<file path="config.mk">
export PLATFORM = sky130hd
export DESIGN_NAME = trace_buffer
export DESIGN_NICKNAME = d
export VERILOG_FILES = /design/src/rtl/trace_buffer.sv
export SDC_FILE = /design/constraint.sdc
export NUM_CORES = 2
export LEC_CHECK = 0
export ABC_CLOCK_PERIOD_IN_PS = 5400
export CORE_ASPECT_RATIO = 1.2
export CORE_MARGIN = 2
export CORE_UTILIZATION = 25
export DETAILED_ROUTE_END_ITERATION = 10
export GPL_TIMING_DRIVEN = 1
export HOLD_SLACK_MARGIN = 0.06
export SLEW_MARGIN = 5
export SYNTH_ARGS = -nofsm -noshare
export SYNTH_HDL_FRONTEND = slang
export SYNTH_SLANG_ARGS = --single-unit
</file>
<file path="constraint.sdc">
create_clock -name clk -period 5.4 [get_ports clk]
set_clock_uncertainty 0.2 [all_clocks]
set_input_delay 0.54 -clock clk [delete_from_list [all_inputs] [get_ports clk]]
set_output_delay 0.54 -clock clk [all_outputs]
set_load 0.01 [all_outputs]
</file>
<file path="src/rtl/trace_buffer.sv">
// rtl/trace_buffer.sv - retire-strobe execution trace recorder with PC trigger and oldest-first readout
// Optional feature macro: TRACE_TIMESTAMP_EN (appends a 16-bit cycle stamp as rd_data[15:0])
module trace_buffer #(
  parameter int DEPTH     = 64,
  parameter int ADDR_W    = $clog2(DEPTH),
  parameter int POST_TRIG = 16,
`ifdef TRACE_TIMESTAMP_EN
  localparam int DW = 60
`else
  localparam int DW = 44
`endif
) (
  input  logic              clk,
  input  logic              rst,
  input  logic              arm,
  input  logic              trig_en,
  input  logic [15:0]       trig_pc,
  input  logic              ret_valid,
  input  logic [15:0]       ret_pc,
  input  logic [7:0]        ret_ir,
  input  logic [15:0]       ret_sp,
  input  logic [3:0]        ret_flags,
  input  logic              rd_req,
  input  logic [ADDR_W-1:0] rd_idx,
  output logic              rd_valid,
  output logic [DW-1:0]     rd_data,
  output logic [1:0]        state,
  output logic [ADDR_W:0]   count,
  output logic              triggered
);

  typedef enum logic [1:0] {IDLE = 2'd0, ARMED = 2'd1, POST = 2'd2, DONE = 2'd3} st_t;

  localparam logic [ADDR_W:0]   FULL   = (ADDR_W+1)'(DEPTH);
  localparam logic [ADDR_W-1:0] POST_N = ADDR_W'(POST_TRIG);

  st_t               st;
  logic [ADDR_W-1:0] wr_ptr;
  logic [ADDR_W-1:0] post_cnt;
  logic [DW-1:0]     mem [DEPTH];
  logic [DW-1:0]     mem_q;
  logic              rd_zero;
  logic [DW-1:0]     entry;

  // arm is ignored only while finishing the post-trigger window
  logic restart;
  logic hit;
  logic we;
  logic rd_go;
  logic rd_oob;
  logic [ADDR_W-1:0] raddr;
  logic [ADDR_W-1:0] port_addr;

  assign restart   = arm && (st != POST);
  assign hit       = ret_valid && trig_en && (ret_pc == trig_pc);
  assign we        = ret_valid && !restart && ((st == ARMED) || (st == POST));
  assign rd_go     = rd_req && (st == DONE);
  assign raddr     = wr_ptr - count[ADDR_W-1:0] + rd_idx;
  assign rd_oob    = {1'b0, rd_idx} >= count;
  // writes and reads never overlap (reads only in DONE), so one address port suffices
  assign port_addr = (st == DONE) ? raddr : wr_ptr;
  assign state     = st;
  assign rd_data   = (rd_valid && !rd_zero) ? mem_q : '0;

`ifdef TRACE_TIMESTAMP_EN
  logic [15:0] ts;

  // free-running cycle stamp, wraps naturally
  always_ff @(posedge clk or negedge rst) begin
    if (!rst) ts <= 16'd0;
    else      ts <= ts + 16'd1;
  end

  assign entry = {ret_pc, ret_ir, ret_sp, ret_flags, ts};
`else
  assign entry = {ret_pc, ret_ir, ret_sp, ret_flags};
`endif

  // capture control: arm/restart, write pointer, fill count, trigger and post window
  always_ff @(posedge clk or negedge rst) begin
    if (!rst) begin
      st        <= IDLE;
      wr_ptr    <= '0;
      count     <= '0;
      triggered <= 1'b0;
      post_cnt  <= '0;
    end else if (restart) begin
      st        <= ARMED;
      wr_ptr    <= '0;
      count     <= '0;
      triggered <= 1'b0;
      post_cnt  <= '0;
    end else begin
      case (st)
        ARMED: begin
          if (ret_valid) begin
            wr_ptr <= wr_ptr + ADDR_W'(1);
            if (count != FULL) count <= count + (ADDR_W+1)'(1);
            if (hit) begin
              triggered <= 1'b1;
              if (POST_TRIG == 0) begin
                st <= DONE;
              end else begin
                st       <= POST;
                post_cnt <= POST_N;
              end
            end
          end
        end
        POST: begin
          if (ret_valid) begin
            wr_ptr   <= wr_ptr + ADDR_W'(1);
            if (count != FULL) count <= count + (ADDR_W+1)'(1);
            post_cnt <= post_cnt - ADDR_W'(1);
            if (post_cnt == ADDR_W'(1)) st <= DONE;
          end
        end
        default: ;
      endcase
    end
  end

  // trace storage: single shared port, no reset so it maps onto block RAM
  always_ff @(posedge clk) begin
    if (we)    mem[port_addr] <= entry;
    if (rd_go) mem_q <= mem[port_addr];
  end

  // read handshake: one-cycle latency, out-of-range indices return zero data
  always_ff @(posedge clk or negedge rst) begin
    if (!rst) begin
      rd_valid <= 1'b0;
      rd_zero  <= 1'b0;
    end else begin
      rd_valid <= rd_go;
      rd_zero  <= rd_oob;
    end
  end

endmodule

</file>
### After elaboration in Yosys (flattened, before gate mapping)

Memory sizes are Yosys's and may differ from the RTL's. A register that Yosys moved wholly into a read port is not among the register bits.
Cells that the tools add are included.

* register bits after elaboration: 24
* memories: 1
* bits of input ports: 72
* RAM bits: 2816
* output and inout bits: 55
* logic and storage cells: 73

Memory list
* mem: words 64, bits a word 44, rd ports 1, clocked after memory_dff 1, write ports 1, line 40 `logic [DW-1:0] mem [DEPTH];`

* mux-type cells: 26
* reductions and logical operators: 22
* add/subtract/negate cells: 5
* order comparisons: 1
* equality and inequality tests: 11

Operator list (number)
* $mux 6: 8
* $mux 44: 1
* $mux 7: 4
* $eq 16x16->1: 1
* $pmux 6 s2: 1
* $mux 2: 5
* $reduce_bool 2->1: 5
* $ne 3x3->1 const B: 3
* $add 7x1->7 const B: 1
* $ge 6x7->1: 1
* $logic_and 1x1->1: 7
* $ne 7x7->1 const B: 1
* $add 6x1->6 const B: 1
* $add 6x6->6: 1
* $eq 6x1->1 const B: 1
* $mux 1: 6
* $reduce_and 3->1: 2
* $sub 6x1->6 const B: 1
* $sub 6x6->6: 1
* $reduce_and 5->1: 1
* $eq 2x2->1 const B: 2
* $pmux 2 s2: 1
* $reduce_and 4->1: 1
* $ne 3x2->1 const B: 1
* 7 further kinds: 8

### Depth between registers and ports, before layout

* depth in word-level cells: 7
* gate-level depth with buffers: 15
* mapped depth without buffers: 12

### Worst setup path before layout

No wires, ideal clock.

* path type: input -> register
* start: input port rd_idx[1]
* end: memory mem[10][0], enable pin
* data required time: 4.754 ns
* setup slack: 0.066 ns
* cell stages on the path: 11
* arrival: 4.688 ns
* path buffers: 1
* library setup time: 0.446 ns
* cells stage by stage: inv_1 fa_1 inv_1 fa_1 a21o_1 a21oi_1 xnor2_1 mux2i_1 nand2_1 clkbuf_1 nor2_1

* cells in the longest elaborated chain, start to end: 2

Ends and longest elaborated chain
* start: declaration: line 24 `input logic [ADDR_W-1:0] rd_idx,`
* $add 6x6->6: line 58 `assign raddr = wr_ptr - count[ADDR_W-1:0] + rd_idx;`
* $mux 6: line 61 `assign port_addr = (st == DONE) ? raddr : wr_ptr;`
* end: declaration: line 40

No other way between the ends.

### Worst setup path after layout

* start: register wr_ptr[1]
* end: register mem_q[21], read port of mem (data pin)

* cells in the longest elaborated chain, start to end: 3

Ends and longest elaborated chain
* start: declaration: line 38 `logic [ADDR_W-1:0] wr_ptr;`
* start signal: assignment: line 97 `wr_ptr <= wr_ptr + ADDR_W'(1);`
* start signal: assignment: line 112 `wr_ptr <= wr_ptr + ADDR_W'(1);`
* $sub 6x6->6: line 58
* $add 6x6->6: line 58
* $mux 6 *: line 61
* end: declaration: line 41 `logic [DW-1:0] mem_q;`

Every way passes the cells marked *; elsewhere a longest branch is shown, timed or not.
A chain may end at the register's enable or synchronous reset.

==> out/results.ini <==
[detailed_routing]
first_iter_violations=6743
viasPerCell=4.836
final_antenna_net_count=0
finalWirelength_mm=346.8
wl_per_cell_um=26.82
dr.pass1.iters=5
vias=62535
remaining_drc_errors=0

[floorplanning]
die_w_um=615.3
rows=269
floorplan.initialDensity=0.2508
die_y_um=737.5
io_pins=127
core_region_area_mm2=0.4470
die_area_mm2=0.4538

[finish]
filler_cell_count=43667
drive_gt1_frac=0.1343
finalCoreUtilization=0.2989
layout.cells.non_filler=12932
syn2layout_area_growth_pct=19.19
layout.nets=6840

[yosys]
yosys.area.top_type=edfxtp_1
syn_inst=6305
synthArstFlopShare=0.008322
syn_area_mm2=0.1121
synth.avg_cell_area_um2=17.78
yosysSeqAreaShare=0.7715
yosysUniqueCellTypes=52
synth_nets=6403
yosys_most_used_dff=edfxtp_1
synth-seq-cells=2884
synth_top_area_frac=0.7661
synth_edf_count=2860
ys_top_cells_by_area=edfxtp_1 77%, mux2i_1 13%, o22ai_1 3.9%
yosysWarnings=0

[grt]
use_met3=0.02059
grt_busiest_layer=met2
grt_pass1_vias=62299
grt_max_degree=81
overflow=0
antenna_found_initial=26
grt_use_met1=0.1756
grt_pass1_wl_mm=480.1
use_met2=0.2615
grtUsageTotal=0.1470

[clock_tree]
cts_tree=done
post-cts-setup-buffers=0
post_cts_resized=0
cts_hold_buffers=1
ctsRootBufferMaster=clkbuf_16
cts_buffer_depth=4
cts-buffers-inserted=273
cts_num_sinks=2884
clkSlewWorstSetupHoldPaths_ps=60
worstSkewPairLatency_ps=880
h-tree-depth=5

[worst_setup_path]
r2r_start=wr_ptr[1]
start_kind=flip-flop
cp.required_ps=5800
reg2reg_depth=12
crit_chain=inv_1, fa_1, inv_1, fa_1, xnor2_1, o22a_4, buf_12, buf_12, o22ai_1, o311ai_0, buf_4, nand4_1
regToRegSetupSlack_ps=180
slowest_stage=o311ai_0
end_kind=flip-flop
cp_data_arrival_time_ps=5620
slowest_delay_ps=960
cp_max_fo=33
r2r_end=mem_q[21]
criticalPathCategory=reg2reg

[power_and_ir_drop]
switching_share=0.3429
p_leak_uw=0.04688
combPwrFrac=0.355
irDropWorstVdd_mv=0.4259
p_per_area_mw_per_mm2=518.5
switching_power_uw=23760
power_frac_seq=0.371
clock_power_share=0.274
intPower_uw=45520

[placed_design]
gp_congestion=0.8716
hpwl_mm=205.5
place_inst=12428
port_buffers=126

[sta]
timing.final.crit_share=0.9663
timing.fmax_mhz=191.6
drv_slew=0
hold_violations=0
relSlewSlack=0.1080
tightest_slew_ps=1338
rsz0062_at_grt=no
setup_viol=0
finalCriticalPeriod_ps=5218

[status]
status=completed

[min_path]
hp-class=in2async

[run]
maxCapViolCount=0

-- how the worst max path moves through the flow --
stage | from | cells after the start | slack, ps | to
after detailed placement | rd_idx[1] | 14 | -160 | mem_q[21]
after CTS | wr_ptr[1] | 12 | 230 | mem_q[21]
after global placement | rd_idx[1] | 12 | -540 | mem_q[27]
after floorplan | rd_idx[1] | 11 | 70 | mem[10][0]
after global routing | wr_ptr[1] | 12 | 30 | mem_q[21]
final | wr_ptr[1] | 12 | 180 | mem_q[21]
-- flip-flops by register name, summed over array words and instances, names as in the netlist --
register,count
mem_q,44
post_cnt,6
mem,2816
state,2
rd_zero,1
triggered,1
rd_valid,1
wr_ptr,6
count,7
-- layout by cell type (no fill, tap or decap), types with 14 or more instances in the layout --
cell type           n
clkinv_1           50
nor2_4             64
diode_2            25
o311ai_0          149
edfxtp_1         2860
ha_1               21
buf_4             236
o311ai_1           27
clkbuf_1           43
xor2_1             14
and2_1             44
buf_2              45
buf_12            181
clkdlybuf4s50_1    82
inv_1              31
clkbuf_16         285
nor2_1            205
nand2_1           209
xnor2_1            21
clkinvlp_4         19
o22ai_1           705
dfrtp_1            24
mux2i_1          1410
bufinv_16          23
clkinv_2           45
nand4_1            50
-- logic make-up after synthesis --
family          share of synthesized area
flops                              0.7715
simple gates                      0.02434
buf+inv                           0.01663
xor+xnor                         0.002735
mux                                0.1261
fa+ha+maj                        0.003237
compound gates                    0.05548
-- metrics by stage --
step / TNS, ps / area, µm² / hold slack, ps / setup slack, ps / total power [µW]
3_5_place_dp: -162.3 / 124800 / 324.2 / -162.3 / 50720
5_1_grt: 0 / 133600 / 149.5 / 34.86 / 71590
4_1_cts: 0 / 133500 / 85.26 / 234.2 / 69620
2_1_floorplan: 0 / 112100 / 44.41 / 65.95 / 41160
6_report: 0 / 133600 / 96.15 / 181.8 / 69270
3_3_place_gp: -801.2 / 124800 / 322.9 / -543.7 / 50610
-- per-layer routing --
metal,vias to the layer above,share of wire
met5,-,0.00014
li1,26285,-
met1,32898,0.38
met4,6,0.051
met2,2658,0.50
met3,688,0.067
-- synthesized netlist by cell type (7+ instances only) --
library cell  count
a21o_1            7
and2_1           45
buf_1            26
buf_2           179
buf_4            23
clkbuf_1        155
dfrtp_1          24
edfxtp_1       2860
ha_1             21
inv_1            31
mux2i_1        1411
nand2_1         209
nand4_1          50
nor2_1          269
nor2b_1           8
o22ai_1         706
o311ai_0        153
o311ai_1         23
xnor2_1          21
xor2_1           14
-- power groups by stage --
stage	registers, µW	logic (µW)	clock network [µW]
3_3_place_gp	26200	24400	0
5_1_grt	25700	25800	20100
2_1_floorplan	25900	15300	0
4_1_cts	25700	24600	19300
6_report	25700	24600	19000
3_5_place_dp	26200	24600	0
-- worst max-delay path, delay by kind of cell (launching register included) --
family	cells	cell delay (ps)
compound gates	3	1420
xor+xnor	1	510
fa+ha+maj	2	1040
buf+inv	5	1070
flops	1	510
simple gates	1	100
-- area by class of cell --
class	instances	area (µm²)	share of cell area
flip-flops and latches	2884	86480	0.6473
multi-input cells	3007	24350	0.1822
well taps	5962	7460	0.05583
clock buffers	328	7293	0.05459
repair buffers	545	6451	0.04828
clock inverters	150	1398	0.01046
inverters	31	116.4	0.0008709
diodes	25	62.56	0.0004682
(Power assumes the default switching activity.)
